<file path="src/rtl/parking_meter_ctrl.sv">
// Parking-meter time core: button-driven load/add of seconds remaining, 1 Hz countdown
// from an internal divider, display blink pattern and expiry flag.
// Optional feature macro PMC_BCD_OUT_EN adds a sequential double-dabble BCD view of
// time_left (bcd_digits/bcd_valid). With the macro undefined, no BCD logic or ports exist.
`timescale 1ns/1ps

module parking_meter_ctrl #(
    parameter int unsigned CLK_FREQ_HZ = 100_000_000,
    parameter int unsigned MAX_TIME    = 9999,
    parameter int unsigned ADD_A       = 60,
    parameter int unsigned ADD_B       = 120,
    parameter int unsigned PRESET_A    = 15,
    parameter int unsigned PRESET_B    = 150,
    parameter int unsigned LOW_THRESH  = 180
) (
    input  logic        clk,
    input  logic        rst_n,
    input  logic        btn_add_a,
    input  logic        btn_add_b,
    input  logic        btn_set_a,
    input  logic        btn_set_b,
    output logic [13:0] time_left,
    output logic        expired,
    output logic        disp_en,
`ifdef PMC_BCD_OUT_EN
    output logic [15:0] bcd_digits,
    output logic        bcd_valid,
`endif
    output logic        sec_tick
);

    localparam int unsigned HalfCnt = (CLK_FREQ_HZ / 2 > 0) ? CLK_FREQ_HZ / 2 : 1;
    localparam int unsigned DivW    = (HalfCnt > 1) ? $clog2(HalfCnt) : 1;

    localparam logic [DivW-1:0] DivLast   = DivW'(HalfCnt - 1);
    localparam logic [14:0]     MaxTime15 = 15'(MAX_TIME);
    localparam logic [14:0]     AddA15    = 15'(ADD_A);
    localparam logic [14:0]     AddB15    = 15'(ADD_B);
    localparam logic [13:0]     PresetA   = 14'(PRESET_A);
    localparam logic [13:0]     PresetB   = 14'(PRESET_B);
    localparam logic [13:0]     LowThresh = 14'(LOW_THRESH);

    typedef enum logic [1:0] {StExpired, StLow, StNormal} state_e;

    logic [13:0]     time_q, time_d;
    logic [DivW-1:0] div_q, div_d;
    logic            half_q, half_d;
    logic            expired_q, expired_d;
    logic            disp_en_q, disp_en_d;
    logic            sec_tick_q, sec_tick_d;
    logic            wrap, tick, restart;
    logic [14:0]     sum;
    state_e          state_d;

    // Next-state: button priority set_b > set_a > add_b > add_a > countdown decrement.
    always_comb begin
        wrap    = (div_q == DivLast);
        tick    = wrap & half_q;
        div_d   = wrap ? '0 : div_q + DivW'(1);
        half_d  = wrap ? ~half_q : half_q;
        time_d  = time_q;
        restart = 1'b0;
        sum     = '0;
        if (btn_set_b) begin
            time_d  = PresetB;
            restart = 1'b1;
        end else if (btn_set_a) begin
            time_d  = PresetA;
            restart = 1'b1;
        end else if (btn_add_b || btn_add_a) begin
            // 15-bit sum so saturation sees the true overflow
            sum     = {1'b0, time_q} + (btn_add_b ? AddB15 : AddA15);
            time_d  = (sum > MaxTime15) ? MaxTime15[13:0] : sum[13:0];
            restart = (time_q == '0);
        end else if (tick && time_q != '0) begin
            time_d = time_q - 14'd1;
        end
        // A fresh load starts a whole new second
        if (restart) begin
            div_d  = '0;
            half_d = 1'b0;
        end
        if (time_d == '0) begin
            state_d = StExpired;
        end else if (time_d < LowThresh) begin
            state_d = StLow;
        end else begin
            state_d = StNormal;
        end
        // Outputs are registered alongside time_left so they track the registered state
        unique case (state_d)
            StNormal: disp_en_d = 1'b1;
            default:  disp_en_d = ~half_d;
        endcase
        expired_d  = (time_d == '0);
        sec_tick_d = tick;
    end

    // Core state and registered outputs
    always_ff @(posedge clk or negedge rst_n) begin
        if (!rst_n) begin
            time_q     <= '0;
            div_q      <= '0;
            half_q     <= 1'b0;
            expired_q  <= 1'b1;
            disp_en_q  <= 1'b0;
            sec_tick_q <= 1'b0;
        end else begin
            time_q     <= time_d;
            div_q      <= div_d;
            half_q     <= half_d;
            expired_q  <= expired_d;
            disp_en_q  <= disp_en_d;
            sec_tick_q <= sec_tick_d;
        end
    end

    assign time_left = time_q;
    assign expired   = expired_q;
    assign disp_en   = disp_en_q;
    assign sec_tick  = sec_tick_q;

`ifdef PMC_BCD_OUT_EN
    logic [13:0] bcd_bin_q, bcd_bin_d;
    logic [15:0] bcd_acc_q, bcd_acc_d, bcd_adj, bcd_shift;
    logic [3:0]  bcd_cnt_q, bcd_cnt_d;
    logic        bcd_busy_q, bcd_busy_d;
    logic [15:0] bcd_digits_q, bcd_digits_d;
    logic        bcd_valid_q, bcd_valid_d;

    // Double-dabble: one add-3/shift step per clk, restarted by any time_left change
    always_comb begin
        bcd_adj = bcd_acc_q;
        for (int i = 0; i < 4; i++) begin
            if (bcd_acc_q[4*i +: 4] >= 4'd5) begin
                bcd_adj[4*i +: 4] = bcd_acc_q[4*i +: 4] + 4'd3;
            end
        end
        bcd_shift    = {bcd_adj[14:0], bcd_bin_q[13]};
        bcd_bin_d    = bcd_bin_q;
        bcd_acc_d    = bcd_acc_q;
        bcd_cnt_d    = bcd_cnt_q;
        bcd_busy_d   = bcd_busy_q;
        bcd_digits_d = bcd_digits_q;
        bcd_valid_d  = bcd_valid_q;
        if (time_d != time_q) begin
            bcd_bin_d   = time_d;
            bcd_acc_d   = '0;
            bcd_cnt_d   = '0;
            bcd_busy_d  = 1'b1;
            bcd_valid_d = 1'b0;
        end else if (bcd_busy_q) begin
            bcd_bin_d = {bcd_bin_q[12:0], 1'b0};
            bcd_acc_d = bcd_shift;
            bcd_cnt_d = bcd_cnt_q + 4'd1;
            if (bcd_cnt_q == 4'd13) begin
                bcd_busy_d   = 1'b0;
                bcd_digits_d = bcd_shift;
                bcd_valid_d  = 1'b1;
            end
        end
    end

    // Converter state; digits only update when a conversion completes
    always_ff @(posedge clk or negedge rst_n) begin
        if (!rst_n) begin
            bcd_bin_q    <= '0;
            bcd_acc_q    <= '0;
            bcd_cnt_q    <= '0;
            bcd_busy_q   <= 1'b0;
            bcd_digits_q <= '0;
            bcd_valid_q  <= 1'b1;
        end else begin
            bcd_bin_q    <= bcd_bin_d;
            bcd_acc_q    <= bcd_acc_d;
            bcd_cnt_q    <= bcd_cnt_d;
            bcd_busy_q   <= bcd_busy_d;
            bcd_digits_q <= bcd_digits_d;
            bcd_valid_q  <= bcd_valid_d;
        end
    end

    assign bcd_digits = bcd_digits_q;
    assign bcd_valid  = bcd_valid_q;
`endif

endmodule
</file>
<file path="config.mk">
export PLATFORM = sky130hd
export DESIGN_NAME = parking_meter_ctrl
export DESIGN_NICKNAME = d
export VERILOG_FILES = /design/src/rtl/parking_meter_ctrl.sv
export SDC_FILE = /design/constraint.sdc
export NUM_CORES = 1
export LEC_CHECK = 0
export ABC_CLOCK_PERIOD_IN_PS = 7900
export CELL_PAD_IN_SITES_DETAIL_PLACEMENT = 1
export CELL_PAD_IN_SITES_GLOBAL_PLACEMENT = 2
export CORE_UTILIZATION = 39
export CTS_CLUSTER_DIAMETER = 60
export DETAILED_ROUTE_END_ITERATION = 16
export GPL_TIMING_DRIVEN = 0
export MAX_ROUTING_LAYER = met4
export PLACE_DENSITY_LB_ADDON = 0.08
export SLEW_MARGIN = 20
export SYNTH_ARGS = -nofsm -noshare
export SYNTH_HDL_FRONTEND = slang
export SYNTH_SLANG_ARGS = --single-unit
</file>
<file path="constraint.sdc">
create_clock -name clk -period 7.9 [get_ports clk]
set_clock_uncertainty 0.1 [all_clocks]
set_input_delay 1.185 -clock clk [delete_from_list [all_inputs] [get_ports clk]]
set_output_delay 1.185 -clock clk [all_outputs]
set_load 0.02 [all_outputs]
</file>
Yosys cells after proc, flatten, opt, wreduce, memory -nomap -nowiden:

Cells that the tools add are included.

* flip-flop bits (word level): 44
* input bits: 6
* output and inout port bits: 17
* word-level logic and storage cells: 37

* $add $sub $neg: 3
* order comparisons: 2
* equality and inequality tests: 2
* mux-type cells: 16
* bitwise gates (word level): 3
* reduce and logical (&&, ||, !) cells: 5

Operators with widths (number)
* two-way mux 14 bit: 5
* two-way mux 26 bit: 2
* zero test 14 bit: 2
* adder 26 x 1 -> 26 bit (second input constant): 1
* equality test 26 bit (second input constant): 1
* adder 14 x 7 -> 15 bit: 1
* greater-than comparator 15 x 14 -> 1 bit (second input constant): 1
* < comparator 14 x 8 -> 1 bit (second input constant): 1
* nonzero test 14 bit: 1
* subtractor 14 x 1 -> 14 bit (second input constant): 1
* two-way mux 7 bit: 1
* two-way mux 1 bit: 6
* two-way mux 2 bit: 2
* equality test 2 bit (second input constant): 1
* NOT 1 bit: 2
* bitwise AND 1 bit: 1
* logical AND 1 bit: 1
* logical OR 1 bit: 1

Logic depth before layout (Yosys ltp):

Gate-level depths: netlist (run 1).

* word-level depth: 12
* depth in mapped cells: 14
* depth with buffers taken out: 13

Worst setup path before layout (run 1):

OpenSTA, ideal clock, no wires.

* path kind: register -> register
* start point: reg div_q[16]
* end point: reg disp_en_q, in the netlist disp_en
* library setup time: 0.126 ns
* arrival: 3.675 ns
* required time: 7.674 ns
* slack: 3.998 ns
* stages on the path, launching flop included: 13
* path buffers: 1
* period minus slack after synthesis: 3.902 ns
* cell sequence: dfrtp_1 or4b_2 nor4_1 ha_1 clkbuf_1 or4b_1 a311oi_1 nand2_1 o41ai_1 xor2_1 o21ai_0 nand4bb_1 a311o_1

* word-level cells in the longest chain between the ends: 12
* elaborated cells on any way between the ends: 16
* classes of those cells: 1 x order compare; 2 x eq/ne; 9 x mux; 2 x bitwise; 2 x reduce/logical

Ends and longest elaborated chain
* start, declared: RTL line 46 `logic [DivW-1:0] div_q, div_d;`
* start signal, assigned: RTL line 110 `div_q <= div_d;`
* equality test 26 bit (*): RTL line 57 `wrap = (div_q == DivLast);`
* bitwise AND 1 bit (*): RTL line 58 `tick = wrap & half_q;`
* named net sec_tick_d: RTL line 50 `logic sec_tick_q, sec_tick_d;`
* logical AND 1 bit (*): RTL line 75 `end else if (tick && time_q != '0) begin`
* two-way mux 14 bit (*): RTL line 75
* two-way mux 14 bit (*): RTL line 70 `end else if (btn_add_b || btn_add_a) begin`
* two-way mux 14 bit (*): RTL line 67 `end else if (btn_set_a) begin`
* two-way mux 14 bit (*): RTL line 64 `if (btn_set_b) begin`
* < comparator 14 x 8 -> 1 bit: RTL line 85 `end else if (time_d < LowThresh) begin`
* two-way mux 2 bit: RTL line 85
* two-way mux 2 bit (*): RTL line 83 `if (time_d == '0) begin`
* equality test 2 bit (*): RTL line 91 `unique case (state_d)`
* two-way mux 1 bit (*): RTL line 91
* named net disp_en_d: RTL line 49 `logic disp_en_q, disp_en_d;`
* end signal, assigned: RTL line 113 `disp_en_q <= disp_en_d;`
* end, declared: RTL line 49

The timed path passes the listed nets; every way through them passes the cells marked *.

Worst setup path after layout (run 1):

Ends and elaborated chain as after synthesis.

==> flow_summary.toml, run 1 <==
[clock_network]
htree_levels = 2
clk_latency_ns = 0.30
cts.sinks = 44
cts_resized = 0
cts_tree = "built"
path_clk_slew_ns = 0.08
cts_root_buffer = "clkbuf_8"
numCtsBuffers = 5
post_cts_buffers = 0
cts_buffer_depth = 2
cts_hold_buffers = 0

[grt]
gr-total-overflow = 0
antenna_found_initial = 0
grt_pass1_vias = 2534
grt_usage = 0.224
grt_first_pass_wirelength_mm = 12.9
grt_max_degree = 30

[synthesis]
synth_nets = 338
syn_area_per_cell_um2 = 8.84
synth_edf_count = 0
synthCells = 325
syn_area_um2 = 2870
ys_warn_count = 0
synth_top_flop_cell = "dfrtp_1"
synth_seq_cells = 44
async_flop_share = 1.00
yosysSeqAreaShare = 0.384
yosysUniqueCellTypes = 63

[routing]
vias = 2562
wl_met1_mm = 3.96
drt-vias-per-instance = 5.67
wirelength_mm = 7.77
drc = 0
dr.pass1.iters = 4
drtIter0Drc = 135
wire_per_inst_um = 17.2
wl_met3_um = 271
top_layer_used = "met4"
ant_nets = 0
route.met2.wl_mm = 3.49

[placed_design]
gp_congestion = 0.821
post-place-ws_ns = 3.00
hpwl_mm = 5.83
placed_cells = 444
io_buffer_count = 22
postPlaceCellArea_um2 = 3230

[setup_path]
path_buf_inv = 1
crit_start = "div_q[16]"
required_ns = 7.98
r2r_setup_slack_ns = 3.05
end_kind = "flop"
cp_slowest_stage_delay_ns = 0.71
arrival_ns = 4.93
critical-path-top-delay-family = "simple AND/OR/NAND/NOR gates"
worstSetupStartpointType = "flop"
crit_type = "reg2reg"
worstPathCellList = "or4b_2 > nor4_1 > ha_1 > clkbuf_1 > or4b_1 > a311oi_1 > nand2_1 > o41ai_1 > xor2_1 > o21ai_0 > nand4bb_1 > a311o_1"
path_max_fanout = 9
r2r-start = "div_q[16]"
cpMaxStageDelayCell = "or4b_2"

[power_and_ir_drop]
p_switching_uw = 157
seq_power_share = 0.429
powerDensity_nw_per_um2 = 166
power_uw = 558
pwr-share-comb = 0.205
clockPowerShare = 0.366
swShare = 0.281
max-vdd-ir-drop_uv = 85.6
p_int_uw = 401
p_leak_nw = 1.36

[cells_and_area]
layout_commonest_cell = "dfrtp_1"
diodes = 0
final-instance-count-excl-fill = 452
area_growth_pct = 17.0
layout_common_cells = "dfrtp_1 (43), nor2_1 (42), nand2_1 (27), xor2_1 (25), clkdlybuf4s50_1 (21)"
fin_area_um2 = 3360
fillers = 830
drive_gt1_frac = 0.0983
nNetsFinal = 368

[sta]
max_freq_mhz = 206
slew_headroom = 0.481
tns_ns = 0
period_needed_ns = 4.85
final.setup.worst_slack_ns = 3.05
slew_viol_final = 0
worst_slew_pin_slew_ns = 0.767
rsz0062_at_grt = "false"
finalCritPeriodShare = 0.614
hold_viol = 0
setup_viol = 0

[floorplan]
die_area_um2 = 7720
rows = 30
start_util = 0.414
die_height_um = 87.8
die_x_um = 87.8
coreArea_um2 = 6940
num_io_pins = 23

[run]
cap_viol_max_count = 0

[worst_hold_path]
min_from = "div_q[0]"
hold_path_class = "reg2reg"

[status]
outcome = "finished clean"
[state kept, by name (all words and copies together) (netlist names)]
register	cells
time_left	14
disp_en	1
div_q	26
half_q	1
sec_tick	1
expired	1
[synth_stat cells (all sizes together), types with 2 or more instances]
cell type  count  area [µm²]
buf            9        66.3
ha             7        87.6
or3            4        30.0
a211oi         3        27.5
xor2          26         235
a31oi          2        12.5
o31ai          3        22.5
nand2         28         108
nor4           6        37.5
and2           5        31.3
o41ai          3        26.3
and4           3        26.3
or4            2        16.3
a31o           2        17.5
inv           12        45.0
o221ai         2        17.5
nand4          9        56.3
or4b           3        30.0
nand2b         2        12.5
nor2          42         158
nand3b         2        15.0
nor3          12        60.1
nand4b         2        17.5
o21a           4        31.3
and3           5        31.3
a221oi         2        17.5
xnor2          8        70.1
clkbuf         8        30.0
o21ai         13        65.1
nor4b          4        41.3
a22o           2        17.5
or2            4        25.0
dfrtp         43        1080
a21oi          9        45.0
nand3         17        85.1
[final timing paths]
check | to | depth (start not counted)
worst max-delay path | disp_en | 12
worst min-delay path | div_q[0] | 1
worst max register to register | disp_en | 12
worst min register to register | div_q[0] | 1
min in group asynchronous | time_left[12] | 1
max in group asynchronous | expired | 2
[layer usage]
layer | up-vias | global-route usage
li1 | 1231 | -
met1 | 1276 | 0.322
met2 | 48 | 0.333
met3 | 7 | 0.0358
met4 | 0 | 0.0417
met5 | - | -
[power by group through the flow]
stage	logic, mW	registers [mW]	clock network [mW]
after global placement	0.112	0.244	0
after CTS	0.115	0.239	0.209
after global routing	0.126	0.240	0.218
after detailed placement	0.114	0.244	0
final	0.114	0.239	0.204
after floorplan	0.0677	0.247	0
[metrics by stage]
step	hold slack, ns	utilization
2_1_floorplan	0.376	-
3_3_place_gp	0.411	0.463
3_5_place_dp	0.423	0.465
4_1_cts	0.437	0.484
5_1_grt	0.462	0.484
6_report	0.438	0.484
[final cells by class]
class	count	area (µm²)	area share
clock buffers	6	72.6	0.0216
multi-input cells	252	1630	0.485
repair buffers	23	235	0.0700
well taps	96	120	0.0357
clock inverters	2	60.1	0.0179
plain buffers	17	96.3	0.0287
flip-flops and latches	44	1100	0.328
inverters	12	45.0	0.0134
[worst reg2reg max path, delay by kind of cell (launching register included)]
| kind | cells | cell delay [ns] |
|---|---|---|
| compound gates | 4 | 1.43 |
| xor+xnor | 1 | 0.14 |
| fa+ha+maj | 1 | 0.28 |
| buf+inv | 1 | 0.34 |
| flops | 1 | 0.44 |
| simple gates | 5 | 2.02 |
[cells by family after synthesis]
kind of cell / synth area share
AND/OR/NAND/NOR: 0.285
XOR/XNOR: 0.106
multiplexers: 0.00348
AO/OA/AOI/OAI: 0.142
buffers and inverters: 0.0492
adder cells (fa/ha/maj): 0.0305
flip-flops: 0.384
(Power assumes the default switching activity.)
==> run 2, diff against run 1 <==
Settings changed: ABC_CLOCK_PERIOD_IN_PS 7900 to 4900, CORE_UTILIZATION 39 to 36.
Clock period 7.9 ns to 4.9 ns, I/O delays scaled along.
==> run 2 against run 1 <==
  * Non-clock buffer count is the same
  * Combinational power grew 63%
  * Cell area shrank 0.86%
  * Largest power group unchanged
  * Highest routed layer unchanged
==> flow_summary.toml, run 2 (synthesis gave the netlist of run 1 again) <==
[routing]
drc = 0
drtIter0Drc = 42
wire_per_inst_um = 17.4
ant_nets = 0
vias = 2550
drt-vias-per-instance = 5.57
wirelength_mm = 7.97
dr.pass1.iters = 4

[setup_path]
arrival_ns = 4.55
end_kind = "flop"
reg2reg_to = "disp_en"
cpMaxStageDelayCell = "or4b_2"
required_ns = 4.97
cp_slowest_stage_delay_ns = 0.67
r2r_setup_slack_ns = 0.42
worstSetupStartpointType = "flop"
r2r-start = "div_q[16]"
r2r_cells = 12
path_max_fanout = 9
worstPathCellList = "or4b_2 > nor4_1 > ha_1 > clkbuf_1 > or4b_1 > a311oi_2 > nand2_1 > o41ai_1 > xor2_1 > o21ai_0 > nand4bb_1 > a311o_1"
crit_type = "reg2reg"

[run]
cap_viol_max_count = 0

[sta]
setup_viol = 0
rsz0062_at_grt = "false"
worst_slew_pin_slew_ns = 0.841
max_freq_mhz = 223
holdWs_ns = 0.285
tns_ns = 0
period_needed_ns = 4.48
hold_viol = 0
slew_viol_final = 0
finalCritPeriodShare = 0.915
final.setup.worst_slack_ns = 0.419
slew_headroom = 0.431

[grt]
antenna_found_initial = 0
grt_pass1_vias = 2642
grt_max_degree = 28
grt_usage = 0.215
grt_first_pass_wirelength_mm = 13.7
gr-total-overflow = 0

[clock_network]
cts_buffer_depth = 2
clk_latency_ns = 0.29
htree_levels = 2
numCtsBuffers = 5
path_clk_slew_ns = 0.08
cts_hold_buffers = 0
cts_tree = "built"
cts.sinks = 44
cts_root_buffer = "clkbuf_8"

[floorplan]
coreArea_um2 = 7730
die_x_um = 91.4
die_area_um2 = 8340
rows = 32
num_io_pins = 23
die_height_um = 91.4
start_util = 0.372

[placed_design]
gp_congestion = 0.780
hpwl_mm = 6.06
postPlaceCellArea_um2 = 3240
io_buffer_count = 22
placed_cells = 450
post-place-ws_ns = 0.249

[power_and_ir_drop]
swShare = 0.303
p_leak_nw = 1.34
max-vdd-ir-drop_uv = 147
pwr-share-comb = 0.232
power_uw = 802
p_switching_uw = 243
seq_power_share = 0.482
powerDensity_nw_per_um2 = 241
p_int_uw = 558
clockPowerShare = 0.286

[cells_and_area]
area_growth_pct = 16.0
final_util = 0.431
largest-register = "div_q"
fin_area_um2 = 3330
drive_gt1_frac = 0.0983
largest_reg_flops = 26
layout_commonest_cell = "dfrtp_1"
diodes = 0
layout_common_cells = "dfrtp_1 (43), nor2_1 (42), nand2_1 (27), xor2_1 (25), clkdlybuf4s50_1 (21)"
nNetsFinal = 368
final-instance-count-excl-fill = 458

[status]
outcome = "finished clean"

[worst_hold_path]
hold_path_class = "in2async"
[run 2: cell types whose count changed in the layout (fill, tap and decap cells not counted), sizes merged]
cell    before  now
bufinv       2    0
clkbuf      14   16
[run 2: power groups by stage]
stage | clock network, mW | registers [mW] | logic [mW]
floorplan | 0 | 0.399 | 0.109
CTS | 0.241 | 0.387 | 0.187
global route | 0.254 | 0.388 | 0.208
global placement | 0 | 0.394 | 0.182
detailed placement | 0 | 0.394 | 0.186
finish | 0.229 | 0.387 | 0.186
[run 2: area by class of cell]
type	instances	area, µm²
fill	917	4390
multi-input combinational	252	1640
sequential	44	1100
timing repair buffer	23	235
tap	102	128
buffer	17	96.3
clock buffer	8	90.1
inverter	12	45.0
[run 2: worst max-delay path, delay by kind of cell (launching register included)]
family	cells	cell delay (ns)
AOI/OAI and AO/OA	4	1.25
xor gates and xnor gates	1	0.13
adders and majority gates	1	0.24
buffers and inverters	1	0.31
DFF	1	0.43
and+or+nand+nor	5	1.89
[run 2: how the worst max path moves through the flow]
stage / endpoint / start / slack (ns)
after floorplan: disp_en / div_q[16] / 1.0
after global placement: disp_en / div_q[16] / 0.26
after detailed placement: disp_en / div_q[16] / 0.25
after CTS: disp_en / div_q[16] / 0.21
after global routing: disp_en / div_q[16] / 0.10
final: disp_en / div_q[16] / 0.42
[run 2: repair_timing]
| action | in CTS | in global routing |
|---|---|---|
| setup endpoints to repair | 0 | 1 |
| setup buffers | 0 | 0 |
| resized for setup | 0 | 1 |
[run 2: layer usage]
| metal | GRT usage | wire [µm] | vias up |
|---|---|---|---|
| li1 | - | - | 1231 |
| met1 | 0.307 | 4140 | 1272 |
| met2 | 0.326 | 3550 | 41 |
| met3 | 0.0302 | 221 | 6 |
| met4 | 0.0410 | 61 | 0 |
| met5 | - | 0 | - |
==> run 3, diff against run 2 <==
Settings changed: SLEW_MARGIN 20 to 5, TNS_END_PERCENT from default to 100.
==> results of run 3 <==
No change in the layout: final DEF, timing and power equal those of run 2.
